$ cat config.mk
export PLATFORM = sky130hd
export DESIGN_NAME = mem_arbiter
export DESIGN_NICKNAME = d
export VERILOG_FILES = /design/src/rtl/mem_arb_pkg.sv /design/src/rtl/mem_arbiter.sv
export SDC_FILE = /design/constraint.sdc
export NUM_CORES = 1
export LEC_CHECK = 0
export ABC_CLOCK_PERIOD_IN_PS = 4900
export CORE_AREA = 4 4 93 95
export CTS_CLUSTER_DIAMETER = 60
export DETAILED_ROUTE_END_ITERATION = 10
export DIE_AREA = 0 0 97 99
export PLACE_DENSITY = 0.84
export SLEW_MARGIN = 10
export SYNTH_ARGS = -nofsm -noshare
export SYNTH_HDL_FRONTEND = slang
export SYNTH_SLANG_ARGS = --single-unit
$ cat constraint.sdc
create_clock -name i_clk -period 4.9 [get_ports i_clk]
set_input_delay 0.49 -clock i_clk [delete_from_list [all_inputs] [get_ports i_clk]]
set_output_delay 0.49 -clock i_clk [all_outputs]
set_load 0.005 [all_outputs]
$ cat src/rtl/mem_arb_pkg.sv
// rtl/mem_arb_pkg.sv - shared size codes, arbiter state type and size decode for mem_arbiter
package mem_arb_pkg;

    localparam logic [1:0] SIZE_BYTE      = 2'b00;
    localparam logic [1:0] SIZE_HALF_WORD = 2'b01;
    localparam logic [1:0] SIZE_WORD      = 2'b10;

    typedef enum logic {
        RR     = 1'b0,
        LOCKED = 1'b1
    } arb_state_e;

    // Size code 2'b11 is treated as a word, like SIZE_WORD.
    function automatic logic [2:0] size_bytes(input logic [1:0] size);
        case (size)
            SIZE_BYTE:      return 3'd1;
            SIZE_HALF_WORD: return 3'd2;
            default:        return 3'd4;
        endcase
    endfunction

endpackage

$ cat src/rtl/mem_arbiter.sv
// rtl/mem_arbiter.sv - two-requester round-robin memory arbiter with r1 burst lock
// Grants are combinational; each grant yields a one-cycle response pulse in the next cycle.
module mem_arbiter
    import mem_arb_pkg::*;
#(
    parameter int MEM_DEPTH      = 4096,
    parameter int MEM_ADDR_WIDTH = 12
) (
    input  logic                      i_clk,
    input  logic                      i_rst,
    input  logic                      i_r0_req,
    input  logic                      i_r0_we,
    input  logic [1:0]                i_r0_size,
    input  logic [MEM_ADDR_WIDTH-1:0] i_r0_addr,
    input  logic [31:0]               i_r0_wdata,
    input  logic                      i_r1_req,
    input  logic                      i_r1_we,
    input  logic [1:0]                i_r1_size,
    input  logic [MEM_ADDR_WIDTH-1:0] i_r1_addr,
    input  logic [31:0]               i_r1_wdata,
    input  logic                      i_r1_lock,
    output logic                      o_r0_gnt,
    output logic                      o_r0_rvalid,
    output logic [31:0]               o_r0_rdata,
    output logic                      o_r0_err,
    output logic                      o_r1_gnt,
    output logic                      o_r1_rvalid,
    output logic [31:0]               o_r1_rdata,
    output logic                      o_r1_err,
    output logic [MEM_ADDR_WIDTH-1:0] o_mem_addr,
    output logic                      o_mem_we,
    output logic [1:0]                o_mem_size,
    output logic [31:0]               o_mem_din,
    input  logic [31:0]               i_mem_dout
);

    localparam int EW = MEM_ADDR_WIDTH + 1;

    arb_state_e    r_state;
    arb_state_e    w_state_next;
    logic          r_last;
    logic          r_pend_valid;
    logic          r_pend_owner;
    logic          r_pend_rd;
    logic          r_pend_err;
    logic          w_gnt0;
    logic          w_gnt1;
    logic          w_err0;
    logic          w_err1;
    logic          w_sel_err;
    logic          w_sel_we;
    logic [EW-1:0] w_end0;
    logic [EW-1:0] w_end1;

    // One extra bit so an access ending exactly at MEM_DEPTH does not wrap.
    assign w_end0 = {1'b0, i_r0_addr} + EW'(size_bytes(i_r0_size));
    assign w_end1 = {1'b0, i_r1_addr} + EW'(size_bytes(i_r1_size));
    assign w_err0 = w_end0 > EW'(MEM_DEPTH);
    assign w_err1 = w_end1 > EW'(MEM_DEPTH);

    always_comb begin
        w_gnt0       = 1'b0;
        w_gnt1       = 1'b0;
        w_state_next = r_state;
        if (!i_rst) begin
            if (r_state == LOCKED && i_r1_lock) begin
                w_gnt1 = i_r1_req;
            end else if (i_r0_req && i_r1_req) begin
                w_gnt0 = r_last;
                w_gnt1 = !r_last;
            end else begin
                w_gnt0 = i_r0_req;
                w_gnt1 = i_r1_req;
            end
            if (r_state == RR) begin
                if (w_gnt1 && i_r1_lock) w_state_next = LOCKED;
            end else if (!i_r1_lock) begin
                w_state_next = RR;
            end
        end
    end

    always_comb begin
        o_mem_addr = w_gnt1 ? i_r1_addr  : i_r0_addr;
        o_mem_size = w_gnt1 ? i_r1_size  : i_r0_size;
        o_mem_din  = w_gnt1 ? i_r1_wdata : i_r0_wdata;
        w_sel_err  = w_gnt1 ? w_err1     : w_err0;
        w_sel_we   = w_gnt1 ? i_r1_we    : i_r0_we;
        o_mem_we   = (w_gnt0 | w_gnt1) & w_sel_we & ~w_sel_err;
    end

    always_ff @(posedge i_clk or posedge i_rst) begin
        if (i_rst) begin
            r_state      <= RR;
            r_last       <= 1'b1;
            r_pend_valid <= 1'b0;
            r_pend_owner <= 1'b0;
            r_pend_rd    <= 1'b0;
            r_pend_err   <= 1'b0;
        end else begin
            r_state      <= w_state_next;
            if (w_gnt0 | w_gnt1) r_last <= w_gnt1;
            r_pend_valid <= w_gnt0 | w_gnt1;
            r_pend_owner <= w_gnt1;
            r_pend_rd    <= ~w_sel_we & ~w_sel_err;
            r_pend_err   <= w_sel_err;
        end
    end

    assign o_r0_gnt    = w_gnt0;
    assign o_r1_gnt    = w_gnt1;
    assign o_r0_rvalid = r_pend_valid & ~r_pend_owner;
    assign o_r1_rvalid = r_pend_valid &  r_pend_owner;
    assign o_r0_err    = o_r0_rvalid & r_pend_err;
    assign o_r1_err    = o_r1_rvalid & r_pend_err;
    assign o_r0_rdata  = (o_r0_rvalid & r_pend_rd) ? i_mem_dout : 32'h0;
    assign o_r1_rdata  = (o_r1_rvalid & r_pend_rd) ? i_mem_dout : 32'h0;

endmodule

# Word-level counts from Yosys, hierarchy flattened
# Cells that the tools add are included.
[op_classes] add_sub_neg=2 magnitude_cmp=2 eq_ne=2 n_mux=19 n_bitwise=13 reduce_logical=6
[op_table] operator="two-way mux 32 bit" n=3
[op_table] operator="adder 12 x 3 -> 13 bit" n=2
[op_table] operator="greater-than comparator 13 bit, second input constant" n=2
[op_table] operator="two-way mux 1 bit" n=12
[op_table] operator="two-way mux 12 bit" n=1
[op_table] operator="one-hot mux 3 bit (2 select lines)" n=2
[op_table] operator="bitwise AND 1 bit" n=9
[op_table] operator="equality test 2 x 1 -> 1 bit, second input constant" n=2
[op_table] operator="logical NOT 2 bit" n=2
[op_table] operator="logical AND 1 bit" n=3
[op_table] operator="NOT 1 bit" n=3
[op_table] operator="two-way mux 2 bit" n=1
[op_table] operator="logical NOT 1 bit" n=1
[op_table] operator="OR 1 bit" n=1
[word_totals] register_bits=6 in_bits=131 out_inout_bits=117 wordCells=50

# Longest topological paths before layout
# Gate-level depths: netlist of the first run.
[depth] word_depth=8 depth_mapped=7 ltp_nobuf=7

# Worst setup path after synthesis of the first run
# OpenSTA, ideal clock, no wires.
[synth_path] kind="input to output" start="input port i_r0_size[0]" end="output port o_mem_we" arrival_ns=2.066 t_required_ns=4.410 path_slack_ns=2.344 stages=7 path_buffers=0 cell_sequence="nor2_1 -> ha_1 -> fa_1 -> or3b_1 -> a211oi_1 -> a2111oi_2 -> nor3_2"
[synth_via] elab_chain_cells=7 elab_cells_between_ends=8 cone_classes="add/sub (1); order compare (1); eq/ne (1); mux (2); bitwise (2); reduce/logical (1)"
[synth_rtl] item="from (decl)" line_no="mem_arbiter.sv:13" text="input logic [1:0] i_r0_size,"
[synth_rtl] item="equality test 2 x 1 -> 1 bit or logical NOT 2 bit (tied branches)" line_no="mem_arb_pkg.sv:15" text="case (size)"
[synth_rtl] item="one-hot mux 3 bit (2 select lines) *" line_no="mem_arb_pkg.sv:15"
[synth_rtl] item="adder 12 x 3 -> 13 bit *" line_no="mem_arbiter.sv:56" text="assign w_end0 = {1'b0, i_r0_addr} + EW'(size_bytes(i_r0_size));"
[synth_rtl] item="greater-than comparator 13 bit *" line_no="mem_arbiter.sv:58" text="assign w_err0 = w_end0 > EW'(MEM_DEPTH);"
[synth_rtl] item="two-way mux 1 bit *" line_no="mem_arbiter.sv:87" text="w_sel_err = w_gnt1 ? w_err1 : w_err0;"
[synth_rtl] item="NOT 1 bit *" line_no="mem_arbiter.sv:89" text="o_mem_we = (w_gnt0 | w_gnt1) & w_sel_we & ~w_sel_err;"
[synth_rtl] item="bitwise AND 1 bit *" line_no="mem_arbiter.sv:89"
[synth_rtl] item="to (decl)" line_no="mem_arbiter.sv:31" text="output logic o_mem_we,"
# Mark *: on every way between the ends. The rest lies on a longest branch, timed or not.

# Worst setup path in the final report of the first run
[layout_path] start="input port i_r0_size[1]" end="output port o_mem_we"
# Same word-level chain as after synthesis.

==> impl_metrics.prom, run 1 <==
# TYPE chip_impl_metric gauge
chip_impl_metric{name="dieArea",unit="mm²"} 0.00960
chip_impl_metric{name="drv_cap",unit=""} 0
chip_impl_metric{name="grt_pass1_vias",unit=""} 2509
chip_impl_info{name="final_common_cell",value="sky130_fd_sc_hd__clkdlybuf4s50_1"} 1
chip_impl_metric{name="ant_nets",unit=""} 0
chip_impl_metric{name="total_power",unit="mW"} 0.466
chip_impl_metric{name="period_minus_slack",unit="ps"} 3730
chip_impl_metric{name="placement_rows",unit=""} 32
chip_impl_metric{name="cts.reportedPaths.clkPinSlew",unit="ps"} 40
chip_impl_metric{name="synth-async-reset-ratio",unit="%"} 100
chip_impl_metric{name="ys_seq_area_share",unit="%"} 9.45
chip_impl_metric{name="worst-path-max-fanout",unit=""} 4
chip_impl_metric{name="global_route.overflow_total",unit=""} 0
chip_impl_metric{name="antenna_found_initial",unit=""} 0
chip_impl_metric{name="switching_share",unit="%"} 27.5
chip_impl_metric{name="cell_internal_pwr",unit="mW"} 0.338
chip_impl_metric{name="grt_use_met2",unit="%"} 32.4
chip_impl_metric{name="placement.cell_area",unit="mm²"} 0.00413
chip_impl_metric{name="final_layout_size_suffix_gt1_share",unit="%"} 14.2
chip_impl_metric{name="yosysTopAreaCellShare",unit="%"} 33.0
chip_impl_metric{name="detailedRoute.firstPassIterationCount",unit=""} 4
chip_impl_metric{name="setup_slack",unit="ps"} 1170
chip_impl_metric{name="final_cell_area",unit="mm²"} 0.00418
chip_impl_metric{name="dpl.cell_count",unit=""} 521
chip_impl_metric{name="slew-limit-headroom",unit="%"} 43.6
chip_impl_metric{name="final.fill_count",unit=""} 675
chip_impl_metric{name="period_share",unit="%"} 76.1
chip_impl_metric{name="post-cts-setup-buffers",unit=""} 0
chip_impl_metric{name="cp_slowest_stage_delay",unit="ps"} 530
chip_impl_metric{name="share_comb_of_total_power",unit="%"} 69.2
chip_impl_metric{name="route.vias.total",unit=""} 2367
chip_impl_metric{name="worstSkewPairLatency",unit="ps"} 220
chip_impl_metric{name="power.share.sequential",unit="%"} 13.8
chip_impl_metric{name="mean_routed_wirelength_per_cell",unit="µm"} 16.5
chip_impl_info{name="criticalPathCategory",value="primary input to primary output"} 1
chip_impl_metric{name="place.detailed.hpwl",unit="µm"} 7690
chip_impl_metric{name="stdcell_count",unit=""} 525
chip_impl_metric{name="setup_violations",unit=""} 0
chip_impl_metric{name="drc",unit=""} 0
chip_impl_info{name="grt-busiest-layer",value="met2"} 1
chip_impl_info{name="largest_delay_share_family_worst_path",value="buffers and inverters"} 1
chip_impl_metric{name="post_synth_num_cell_types",unit=""} 34
chip_impl_metric{name="drt_iter0_markers",unit=""} 23
chip_impl_info{name="hold_path_class",value="flop to flop"} 1
chip_impl_metric{name="routed_wirelength",unit="µm"} 8660
chip_impl_metric{name="grt_util_all_layers",unit="%"} 16.5
chip_impl_info{name="netlist_top_cells_area",value="sky130_fd_sc_hd__mux2_2 (33%), sky130_fd_sc_hd__and2_1 (13%), sky130_fd_sc_hd__and3_1 (13%)"} 1
chip_impl_metric{name="regArea",unit="µm²"} 151
chip_impl_metric{name="net_total_in_the_final_layout",unit=""} 563
chip_impl_metric{name="power.leakage",unit="nW"} 1.68
chip_impl_metric{name="maximum_number_of_pins_on_one_net_before_global_route_repair",unit=""} 41
chip_impl_metric{name="diodes",unit=""} 0
chip_impl_info{name="crit_end_category",value="primary output"} 1
chip_impl_info{name="worst_setup_path_start_kind",value="primary input"} 1
chip_impl_metric{name="grtUsageMet1",unit="%"} 15.6
chip_impl_metric{name="global_routing_met3_resource_utilization",unit="%"} 5.45
chip_impl_info{name="critical_path.slowest_cell",value="sky130_fd_sc_hd__clkdlybuf4s50_1"} 1
chip_impl_metric{name="maxClockFrequency",unit="MHz"} 268
chip_impl_metric{name="slew_viol_final",unit=""} 0
chip_impl_metric{name="ir_drop",unit="mV"} 0.0690
chip_impl_metric{name="power_switching",unit="mW"} 0.128
chip_impl_metric{name="share_clk_of_total_power",unit="%"} 17.0
chip_impl_metric{name="core",unit="mm²"} 0.00773
chip_impl_metric{name="timing_hold_violations_final",unit=""} 0
chip_impl_metric{name="synth.cell_area",unit="mm²"} 0.00160
chip_impl_metric{name="cts.repair.resized",unit=""} 0
chip_impl_metric{name="ys_ff_latch",unit=""} 6
chip_impl_info{name="tritoncts",value="done"} 1
chip_impl_metric{name="portBuffers",unit=""} 247
chip_impl_info{name="dominantRegCellSynth",value="sky130_fd_sc_hd__dfrtp_1"} 1
chip_impl_metric{name="cts_hold_repair.buffers",unit=""} 0
chip_impl_metric{name="cts-buffers-inserted",unit=""} 3
chip_impl_info{name="synth_area_leader_cell",value="sky130_fd_sc_hd__mux2_2"} 1
chip_impl_metric{name="worst_hold_slack",unit="ps"} 517
chip_impl_info{name="outcome",value="complete, no violations"} 1
chip_impl_metric{name="dpl_worst_slack",unit="ps"} 1130
chip_impl_metric{name="timing.setup.tns",unit="ps"} 0
chip_impl_metric{name="worst_clock_skew",unit="ps"} 0.179
chip_impl_metric{name="ios",unit=""} 248
chip_impl_metric{name="ctsLongestPathBuffers",unit=""} 2
chip_impl_metric{name="htree_levels",unit=""} 1
chip_impl_info{name="crit_chain",value="clkdlybuf4s50_1 -> nor2_1 -> ha_1 -> fa_1 -> or3b_1 -> a211oi_1 -> a2111oi_2 -> nor3_2 -> clkdlybuf4s50_1"} 1
chip_impl_metric{name="multi_input_comb_area",unit="mm²"} 0.00135
chip_impl_metric{name="final_core_util",unit="%"} 54.1
chip_impl_metric{name="vias_per_cell",unit=""} 4.51
chip_impl_info{name="critical_path.most_common_cell",value="sky130_fd_sc_hd__clkdlybuf4s50_1"} 1
chip_impl_metric{name="critical_path_buf_inv_count",unit=""} 2
chip_impl_metric{name="initial_standard_cell_utilization_of_the_core",unit="%"} 20.7
chip_impl_metric{name="die_w",unit="µm"} 97
chip_impl_metric{name="power_density",unit="mW/mm²"} 112
chip_impl_metric{name="worstPathRequired",unit="ps"} 4410
chip_impl_metric{name="flow.area_growth_from_synthesis",unit="%"} 161
chip_impl_info{name="cts.root.buffer_cell",value="sky130_fd_sc_hd__clkbuf_8"} 1
chip_impl_metric{name="data_arrival_at_the_endpoint_of_the_critical_path",unit="ps"} 3240
chip_impl_metric{name="net_count_of_the_mapped_netlist",unit=""} 325
chip_impl_metric{name="clock-sinks",unit=""} 6
chip_impl_metric{name="gp_congestion",unit=""} 0.830
chip_impl_info{name="rsz0062_at_grt",value="no"} 1
chip_impl_info{name="layout_common_cells",value="sky130_fd_sc_hd__clkdlybuf4s50_1 (247), sky130_fd_sc_hd__mux2_2 (47), sky130_fd_sc_hd__and2_1 (34), sky130_fd_sc_hd__and3_1 (34), sky130_fd_sc_hd__ha_1 (6)"} 1
chip_impl_metric{name="synth_area_per_cell",unit="µm²"} 8.62
chip_impl_metric{name="tightest_slew",unit="ps"} 846
chip_impl_metric{name="die_height",unit="µm"} 99
chip_impl_metric{name="synth_cells",unit=""} 186
chip_impl_metric{name="edff_count_synth",unit=""} 0
chip_impl_metric{name="synthesis.yosys.warnings",unit=""} 0
chip_impl_metric{name="grt_first_pass_wirelength",unit="µm"} 13000
==> path summary, 6_finish.rpt <==
| path | startpoint | endpoint | slack [ps] | depth (start not counted) |
|---|---|---|---|---|
| max reg2reg | r_state | r_pend_rd | 2780 | 5 |
| max in group asynchronous | i_rst | r_last | 3980 | 2 |
| min | r_last | r_last | 520 | 2 |
| max | i_r0_size[1] | o_mem_we | 1170 | 9 |
| min reg2reg | r_last | r_last | 520 | 2 |
| min in group asynchronous | i_rst | r_pend_valid | 670 | 2 |
==> state kept, by name, summed over array words and instances, names as in the netlist <==
name and count:
r_last 1, r_pend_err 1, r_pend_owner 1, r_pend_rd 1, r_pend_valid 1, r_state 1
==> layout make-up <==
cell class / instances / area share [%]
multi-input cells: 162 / 32.2
inverters: 2 / 0.180
clock buffers: 4 / 1.08
repair buffers: 249 / 59.8
well taps: 102 / 3.05
flip-flops and latches: 6 / 3.62
==> power by group through the flow <==
stage                     combinational [mW]  clock [mW]  sequential [mW]
after CTS                              0.327      0.0814           0.0643
after detailed placement               0.325           0           0.0649
after global placement                 0.320           0           0.0640
after floorplan                        0.105           0           0.0596
after global routing                   0.344      0.0836           0.0653
final                                  0.322      0.0794           0.0641
==> synthesized netlist by cell type, types with 2 or more instances <==
| master | number |
|---|---|
| sky130_fd_sc_hd__a211oi_1 | 3 |
| sky130_fd_sc_hd__nor2_1 | 2 |
| sky130_fd_sc_hd__mux2_2 | 47 |
| sky130_fd_sc_hd__nand2_1 | 3 |
| sky130_fd_sc_hd__nor3_1 | 3 |
| sky130_fd_sc_hd__inv_1 | 2 |
| sky130_fd_sc_hd__nor2b_1 | 4 |
| sky130_fd_sc_hd__fa_1 | 2 |
| sky130_fd_sc_hd__and3_1 | 34 |
| sky130_fd_sc_hd__buf_6 | 5 |
| sky130_fd_sc_hd__clkbuf_1 | 11 |
| sky130_fd_sc_hd__and2_1 | 34 |
| sky130_fd_sc_hd__dfrtp_1 | 5 |
| sky130_fd_sc_hd__a21oi_1 | 3 |
| sky130_fd_sc_hd__nand3_1 | 3 |
| sky130_fd_sc_hd__xor2_1 | 2 |
| sky130_fd_sc_hd__ha_1 | 6 |
==> cell families (layout without fill, tap and decap cells) <==
family | after synthesis | count (layout) | share of synthesized area, %
DFF | 6 | 6 | 9.45
buffers and inverters | 18 | 255 | 6.56
muxes | 47 | 47 | 33.0
AOI/OAI and AO/OA | 12 | 12 | 6.95
and+or+nand+nor | 93 | 93 | 35.8
adders and majority gates | 8 | 8 | 7.18
xor gates and xnor gates | 2 | 2 | 1.09
==> tightest hold or removal path: stages, from the launching register on <==
cell                       delay, ps
sky130_fd_sc_hd__dfstp_2         380
sky130_fd_sc_hd__o21ai_0          70
sky130_fd_sc_hd__nand2b_1         60
==> routing by layer <==
layer | up-vias | routed length [µm]
met5 | - | 0
met4 | 0 | 303
met3 | 20 | 967
met2 | 168 | 4510
met1 | 1035 | 2880
li1 | 1144 | -
Note: power is estimated with default switching activity, not from simulation.
==> run 2: changes to the inputs <==
- ABC_CLOCK_PERIOD_IN_PS: 4900 -> 3800
- CORE_AREA: 4 4 93 95 -> 4 4 94 96
- DIE_AREA: 0 0 97 99 -> 0 0 98 100
- PLACE_DENSITY: 0.84 -> 0.83
- clock period: 4.9 -> 3.8 ns (I/O delays scaled with it)
==> run 2 against run 1 <==
  * First-iteration DRC count grew 78%
  * Setup slack worse by 920 ps
  * Sequential share of layout area is essentially flat
  * Register-to-register slack got worse by 600 ps
  * Critical endpoint unchanged
  * Die area is 2.1% higher
  * Combinational power grew 31%
  * Highest routed layer unchanged
  * Critical path type unchanged
  * Sequential power up 20%
  * Final cell count grew 0.95%
  * Global-route usage decreased by 0.54 points
  * Critical path depth is the same
  * Total power rose by 29%
==> impl_metrics.prom, run 2 (synthesized netlist as in run 1, its figures left out) <==
# TYPE chip_impl_metric gauge
chip_impl_metric{name="antenna_found_initial",unit=""} 0
chip_impl_metric{name="cp_slowest_stage_delay",unit="ps"} 550
chip_impl_metric{name="slew_viol_final",unit=""} 0
chip_impl_metric{name="final_layout_size_suffix_gt1_share",unit="%"} 14.6
chip_impl_metric{name="timing.setup.tns",unit="ps"} 0
chip_impl_metric{name="grt_use_met2",unit="%"} 31.4
chip_impl_metric{name="initial_standard_cell_utilization_of_the_core",unit="%"} 19.9
chip_impl_metric{name="timing_hold_violations_final",unit=""} 0
chip_impl_metric{name="grt_first_pass_wirelength",unit="µm"} 12800
chip_impl_info{name="hp-start",value="r_last"} 1
chip_impl_metric{name="die_height",unit="µm"} 100
chip_impl_metric{name="period_minus_slack",unit="ps"} 3550
chip_impl_metric{name="grt_util_all_layers",unit="%"} 16.0
chip_impl_metric{name="post-cts-setup-buffers",unit=""} 0
chip_impl_metric{name="whs_path_depth",unit=""} 2
chip_impl_metric{name="power_density",unit="mW/mm²"} 143
chip_impl_metric{name="dieArea",unit="mm²"} 0.00980
chip_impl_info{name="layout_common_cells",value="sky130_fd_sc_hd__clkdlybuf4s50_1 (247), sky130_fd_sc_hd__mux2_2 (47), sky130_fd_sc_hd__and2_1 (34), sky130_fd_sc_hd__and3_1 (34), sky130_fd_sc_hd__ha_1 (6)"} 1
chip_impl_metric{name="cts-buffers-inserted",unit=""} 3
chip_impl_metric{name="cts.repair.resized",unit=""} 0
chip_impl_metric{name="switching_share",unit="%"} 27.4
chip_impl_info{name="worst_setup_path_start_kind",value="primary input"} 1
chip_impl_metric{name="data_arrival_at_the_endpoint_of_the_critical_path",unit="ps"} 3170
chip_impl_metric{name="portBuffers",unit=""} 247
chip_impl_metric{name="slew-limit-headroom",unit="%"} 47.6
chip_impl_metric{name="setup_slack_of_the_most_critical_reg_to_reg_path",unit="ps"} 2180
chip_impl_metric{name="worstSkewPairLatency",unit="ps"} 220
chip_impl_metric{name="route.vias.total",unit=""} 2396
chip_impl_metric{name="detailedRoute.firstPassIterationCount",unit=""} 4
chip_impl_metric{name="place.detailed.hpwl",unit="µm"} 7630
chip_impl_metric{name="worst-path-max-fanout",unit=""} 4
chip_impl_info{name="outcome",value="complete, no violations"} 1
chip_impl_metric{name="grtUsageMet1",unit="%"} 15.9
chip_impl_info{name="final_common_cell",value="sky130_fd_sc_hd__clkdlybuf4s50_1"} 1
chip_impl_metric{name="ir_drop",unit="mV"} 0.0687
chip_impl_metric{name="htree_levels",unit=""} 1
chip_impl_metric{name="cell_internal_pwr",unit="mW"} 0.436
chip_impl_info{name="crit_chain",value="clkdlybuf4s50_1 -> nor2_1 -> ha_1 -> fa_1 -> or3b_1 -> a211oi_1 -> a2111oi_2 -> nor3_2 -> clkdlybuf4s50_1"} 1
chip_impl_metric{name="power_switching",unit="mW"} 0.164
chip_impl_metric{name="r2r_cells",unit=""} 5
chip_impl_info{name="hold_path_class",value="flop to flop"} 1
chip_impl_info{name="cts.root.buffer_cell",value="sky130_fd_sc_hd__clkbuf_8"} 1
chip_impl_metric{name="core",unit="mm²"} 0.00805
chip_impl_metric{name="final_core_util",unit="%"} 52.0
chip_impl_metric{name="share_comb_of_total_power",unit="%"} 70.4
chip_impl_metric{name="maximum_number_of_pins_on_one_net_before_global_route_repair",unit=""} 40
chip_impl_info{name="timing.rr.start",value="r_state"} 1
chip_impl_metric{name="tightest_slew",unit="ps"} 786
chip_impl_info{name="grt-busiest-layer",value="met2"} 1
chip_impl_metric{name="ant_nets",unit=""} 0
chip_impl_metric{name="critical_path_buf_inv_count",unit=""} 2
chip_impl_metric{name="power.leakage",unit="nW"} 1.68
chip_impl_metric{name="worst_clock_skew",unit="ps"} 0.914
chip_impl_metric{name="global_route.overflow_total",unit=""} 0
chip_impl_info{name="rsz0062_at_grt",value="no"} 1
chip_impl_metric{name="share_clk_of_total_power",unit="%"} 16.7
chip_impl_metric{name="setup_violations",unit=""} 0
chip_impl_metric{name="maxClockFrequency",unit="MHz"} 282
chip_impl_info{name="crit_end_category",value="primary output"} 1
chip_impl_info{name="regToRegEndpoint",value="r_pend_rd"} 1
chip_impl_metric{name="ios",unit=""} 248
chip_impl_metric{name="global_routing_met3_resource_utilization",unit="%"} 5.35
chip_impl_metric{name="diodes",unit=""} 0
chip_impl_metric{name="drv_cap",unit=""} 0
chip_impl_metric{name="routed_wirelength",unit="µm"} 8620
chip_impl_info{name="critical_path.slowest_cell",value="sky130_fd_sc_hd__clkdlybuf4s50_1"} 1
chip_impl_info{name="criticalPathCategory",value="primary input to primary output"} 1
chip_impl_metric{name="period_share",unit="%"} 93.4
chip_impl_metric{name="worstPathRequired",unit="ps"} 3420
chip_impl_metric{name="cts_hold_repair.buffers",unit=""} 0
chip_impl_info{name="critical_path.most_common_cell",value="sky130_fd_sc_hd__clkdlybuf4s50_1"} 1
chip_impl_metric{name="power.share.sequential",unit="%"} 12.8
chip_impl_metric{name="placement_rows",unit=""} 33
chip_impl_metric{name="ctsLongestPathBuffers",unit=""} 2
chip_impl_info{name="tritoncts",value="done"} 1
chip_impl_info{name="min_delay_worst_endpoint",value="r_last"} 1
chip_impl_metric{name="clock-sinks",unit=""} 6
chip_impl_metric{name="die_w",unit="µm"} 98
chip_impl_metric{name="cts.reportedPaths.clkPinSlew",unit="ps"} 40
chip_impl_metric{name="vias_per_cell",unit=""} 4.52
chip_impl_metric{name="net_total_in_the_final_layout",unit=""} 565
chip_impl_metric{name="gp_congestion",unit=""} 0.871
chip_impl_info{name="largest_delay_share_family_worst_path",value="buffers and inverters"} 1
chip_impl_metric{name="grt_pass1_vias",unit=""} 2532
chip_impl_metric{name="drc",unit=""} 0
chip_impl_metric{name="mean_routed_wirelength_per_cell",unit="µm"} 16.3
chip_impl_metric{name="flow.area_growth_from_synthesis",unit="%"} 161
chip_impl_metric{name="drt_iter0_markers",unit=""} 41
-- run 2: how the worst max path moves through the flow --
stage	slack [ps]	depth (start not counted)	end	startpoint
after CTS	270	9	o_mem_we	i_r0_size[1]
after detailed placement	280	9	o_mem_we	i_r0_size[1]
after global routing	130	9	o_mem_we	i_r0_size[1]
after global placement	360	9	o_mem_we	i_r0_size[1]
final	250	9	o_mem_we	i_r0_size[1]
after floorplan	1460	7	o_mem_we	i_r0_size[0]
-- run 2: tightest hold or removal path, cell delays in order (launching register included) --
cell	delay, ps
sky130_fd_sc_hd__dfstp_2	380
sky130_fd_sc_hd__o21ai_0	80
sky130_fd_sc_hd__nand2b_1	60
-- run 2: final cells by class --
type | count | area, µm²
fill | 731 | 3870
clock buffer | 4 | 45.0
tap | 105 | 131
sequential | 6 | 151
timing repair buffer | 251 | 2500
multi-input combinational | 162 | 1350
inverter | 2 | 7.51
-- run 2: power groups by stage --
stage / clock network (mW) / registers, mW / logic, mW
CTS: 0.103 / 0.0769 / 0.428
detailed placement: 0 / 0.0776 / 0.425
finish: 0.100 / 0.0770 / 0.423
floorplan: 0 / 0.0768 / 0.135
global placement: 0 / 0.0771 / 0.419
global route: 0.108 / 0.0776 / 0.453
-- run 2: through the flow --
step	worst slack [ps]	total power [mW]	cell area [µm²]	std cells	hold slack (ps)
floorplan	1460	0.212	1600	186	170
global placement	362	0.496	4140	526	506
detailed placement	277	0.502	4140	526	507
CTS	269	0.608	4180	530	518
global route	127	0.638	4180	530	542
finish	251	0.600	4180	530	521
-- run 2: per-layer routing --
metal | up-vias | wire length [µm]
li1 | 1152 | -
met1 | 1077 | 3000
met2 | 157 | 4520
met3 | 10 | 942
met4 | 0 | 158
met5 | - | 0
==> run 3: changes to the inputs <==
- CORE_AREA: 4 4 94 96 -> 2 2 97 99
- DIE_AREA: 0 0 98 100 -> 0 0 99 101
- PLACE_DENSITY: 0.83 -> 0.76
==> run 3 against run 2 <==
  * Via count is 2.2% lower
  * Setup slack better by 31 ps
  * Clock-buffer cell count stayed put
  * Combinational power about the same
  * Register-to-register slack worse by 100 ps
  * Largest cell class unchanged
  * Sequential power hardly changed
  * Wire length is 4.8% lower
  * Sequential share of layout area barely moved
  * Hold slack worse by 5.8 ps
  * Cell area up 0.30%
==> impl_metrics.prom, run 3 (synthesized netlist as in run 1, its figures left out) <==
# TYPE chip_impl_metric gauge
chip_impl_info{name="outcome",value="complete, no violations"} 1
chip_impl_metric{name="drc",unit=""} 0
chip_impl_metric{name="htree_levels",unit=""} 1
chip_impl_metric{name="power_switching",unit="mW"} 0.164
chip_impl_metric{name="cts.repair.resized",unit=""} 0
chip_impl_metric{name="cts-buffers-inserted",unit=""} 3
chip_impl_info{name="final_common_cell",value="sky130_fd_sc_hd__clkdlybuf4s50_1"} 1
chip_impl_info{name="hp-start",value="r_last"} 1
chip_impl_metric{name="route.vias.total",unit=""} 2344
chip_impl_info{name="hold_path_class",value="flop to flop"} 1
chip_impl_metric{name="vias_per_cell",unit=""} 4.38
chip_impl_metric{name="worstSkewPairLatency",unit="ps"} 230
chip_impl_info{name="crit_end_category",value="primary output"} 1
chip_impl_metric{name="power_density",unit="mW/mm²"} 143
chip_impl_metric{name="grt_util_all_layers",unit="%"} 15.2
chip_impl_metric{name="power.share.sequential",unit="%"} 12.8
chip_impl_metric{name="post-cts-setup-buffers",unit=""} 0
chip_impl_metric{name="timing_hold_violations_final",unit=""} 0
chip_impl_metric{name="detailedRoute.firstPassIterationCount",unit=""} 4
chip_impl_metric{name="flow.area_growth_from_synthesis",unit="%"} 162
chip_impl_metric{name="grt_first_pass_wirelength",unit="µm"} 12200
chip_impl_metric{name="regArea",unit="µm²"} 151
chip_impl_metric{name="placement_rows",unit=""} 35
chip_impl_metric{name="die_height",unit="µm"} 101
chip_impl_metric{name="core",unit="mm²"} 0.00898
chip_impl_metric{name="gp_congestion",unit=""} 0.756
chip_impl_metric{name="multi_input_comb_area",unit="mm²"} 0.00135
chip_impl_info{name="rsz0062_at_grt",value="no"} 1
chip_impl_info{name="critical_path.most_common_cell",value="sky130_fd_sc_hd__clkdlybuf4s50_1"} 1
chip_impl_metric{name="ir_drop",unit="mV"} 0.0644
chip_impl_info{name="tritoncts",value="done"} 1
chip_impl_metric{name="maxClockFrequency",unit="MHz"} 284
chip_impl_metric{name="final_layout_size_suffix_gt1_share",unit="%"} 14.4
chip_impl_info{name="layout_common_cells",value="sky130_fd_sc_hd__clkdlybuf4s50_1 (247), sky130_fd_sc_hd__mux2_2 (47), sky130_fd_sc_hd__and2_1 (34), sky130_fd_sc_hd__and3_1 (34), sky130_fd_sc_hd__ha_1 (6)"} 1
chip_impl_metric{name="ctsLongestPathBuffers",unit=""} 2
chip_impl_metric{name="portBuffers",unit=""} 247
chip_impl_info{name="critical_path.slowest_cell",value="sky130_fd_sc_hd__clkdlybuf4s50_1"} 1
chip_impl_metric{name="drt_iter0_markers",unit=""} 12
chip_impl_metric{name="tightest_slew",unit="ps"} 778
chip_impl_metric{name="diodes",unit=""} 0
chip_impl_metric{name="initial_standard_cell_utilization_of_the_core",unit="%"} 17.9
chip_impl_metric{name="slew-limit-headroom",unit="%"} 48.2
chip_impl_metric{name="cts.reportedPaths.clkPinSlew",unit="ps"} 40
chip_impl_metric{name="ios",unit=""} 248
chip_impl_metric{name="dieArea",unit="mm²"} 0.0100
chip_impl_metric{name="global_route.overflow_total",unit=""} 0
chip_impl_metric{name="final.fill_count",unit=""} 839
chip_impl_metric{name="cell_internal_pwr",unit="mW"} 0.436
chip_impl_metric{name="total_power",unit="mW"} 0.600
chip_impl_info{name="timing.rr.start",value="r_state"} 1
chip_impl_info{name="criticalPathCategory",value="primary input to primary output"} 1
chip_impl_info{name="cts.root.buffer_cell",value="sky130_fd_sc_hd__clkbuf_8"} 1
chip_impl_metric{name="die_w",unit="µm"} 99
chip_impl_metric{name="ant_nets",unit=""} 0
chip_impl_metric{name="worst_hold_slack",unit="ps"} 515
chip_impl_metric{name="worst-path-max-fanout",unit=""} 4
chip_impl_metric{name="mean_routed_wirelength_per_cell",unit="µm"} 15.3
chip_impl_metric{name="place.detailed.hpwl",unit="µm"} 7040
chip_impl_metric{name="grt_pass1_vias",unit=""} 2327
chip_impl_metric{name="routed_wirelength",unit="µm"} 8200
chip_impl_metric{name="data_arrival_at_the_endpoint_of_the_critical_path",unit="ps"} 3140
chip_impl_metric{name="antenna_found_initial",unit=""} 0
chip_impl_metric{name="cp_slowest_stage_delay",unit="ps"} 520
chip_impl_metric{name="period_minus_slack",unit="ps"} 3520
chip_impl_metric{name="maximum_number_of_pins_on_one_net_before_global_route_repair",unit=""} 55
chip_impl_metric{name="clock-sinks",unit=""} 6
chip_impl_metric{name="drv_cap",unit=""} 0
chip_impl_metric{name="timing.setup.tns",unit="ps"} 0
chip_impl_metric{name="setup_violations",unit=""} 0
chip_impl_info{name="cp-startpoint",value="i_r0_size[1]"} 1
chip_impl_metric{name="worstPathRequired",unit="ps"} 3420
chip_impl_metric{name="slew_viol_final",unit=""} 0
chip_impl_metric{name="period_share",unit="%"} 92.6
chip_impl_metric{name="worst_clock_skew",unit="ps"} 1.33
chip_impl_metric{name="share_comb_of_total_power",unit="%"} 70.0
chip_impl_metric{name="net_total_in_the_final_layout",unit=""} 564
chip_impl_metric{name="share_clk_of_total_power",unit="%"} 17.2
chip_impl_metric{name="cts_hold_repair.buffers",unit=""} 0
chip_impl_metric{name="switching_share",unit="%"} 27.3
chip_impl_info{name="crit_chain",value="clkdlybuf4s50_1 -> nor2_1 -> ha_1 -> fa_1 -> or3b_1 -> a211oi_1 -> a2111oi_2 -> nor3_2 -> clkdlybuf4s50_1"} 1
chip_impl_metric{name="power.leakage",unit="nW"} 1.68
chip_impl_info{name="worst_setup_path_start_kind",value="primary input"} 1
-- run 3: path summary, 6_finish.rpt --
path | end | slack (ps) | cells past startpoint
min in group asynchronous | r_pend_owner | 570 | 2
max in group asynchronous | r_last | 2980 | 2
worst min-delay path | r_last | 520 | 2
worst max-delay path | o_mem_we | 280 | 9
worst max register to register | r_pend_rd | 2080 | 5
worst min register to register | r_last | 520 | 2
-- run 3: power groups by stage --
stage,logic [mW],registers [mW],clock network [mW]
floorplan,0.135,0.0768,0
global placement,0.420,0.0771,0
detailed placement,0.422,0.0776,0
CTS,0.426,0.0770,0.106
global route,0.451,0.0784,0.111
finish,0.420,0.0769,0.103
-- run 3: metrics by stage --
step,setup slack [ps],utilization (%),std cells,cell area (µm²)
finish,283,46.7,535,4200
global route,84.4,46.7,535,4200
CTS,247,46.7,535,4200
detailed placement,248,46.2,531,4150
global placement,353,46.2,531,4150
floorplan,1460,-,186,1600
-- run 3: layout make-up --
cell class                      instances  area share (%)
Clock buffer                            4            1.07
Timing Repair Buffer                  250            59.7
Sequential cell                         6            3.61
Inverter                                2           0.179
Tap cell                              111            3.31
Multi-Input combinational cell        162            32.1
-- run 3: layer usage --
layer  wire length, µm  track usage [%]  up-vias  part of all wire [%]
met4               114             5.16        0                   1.4
met5                 0                0        -                     0
met1              3020             16.9     1038                    37
met3               934             4.30        8                    11
met2              4130             27.7      150                    50
li1                  -                -     1148                     -
-- run 3: worst max-delay path: cells and delay by family --
| kind | cells | cell delay [ps] |
|---|---|---|
| buffers and inverters | 2 | 1040 |
| and+or+nand+nor | 3 | 640 |
| adders and majority gates | 2 | 610 |
| AOI/OAI and AO/OA | 2 | 470 |
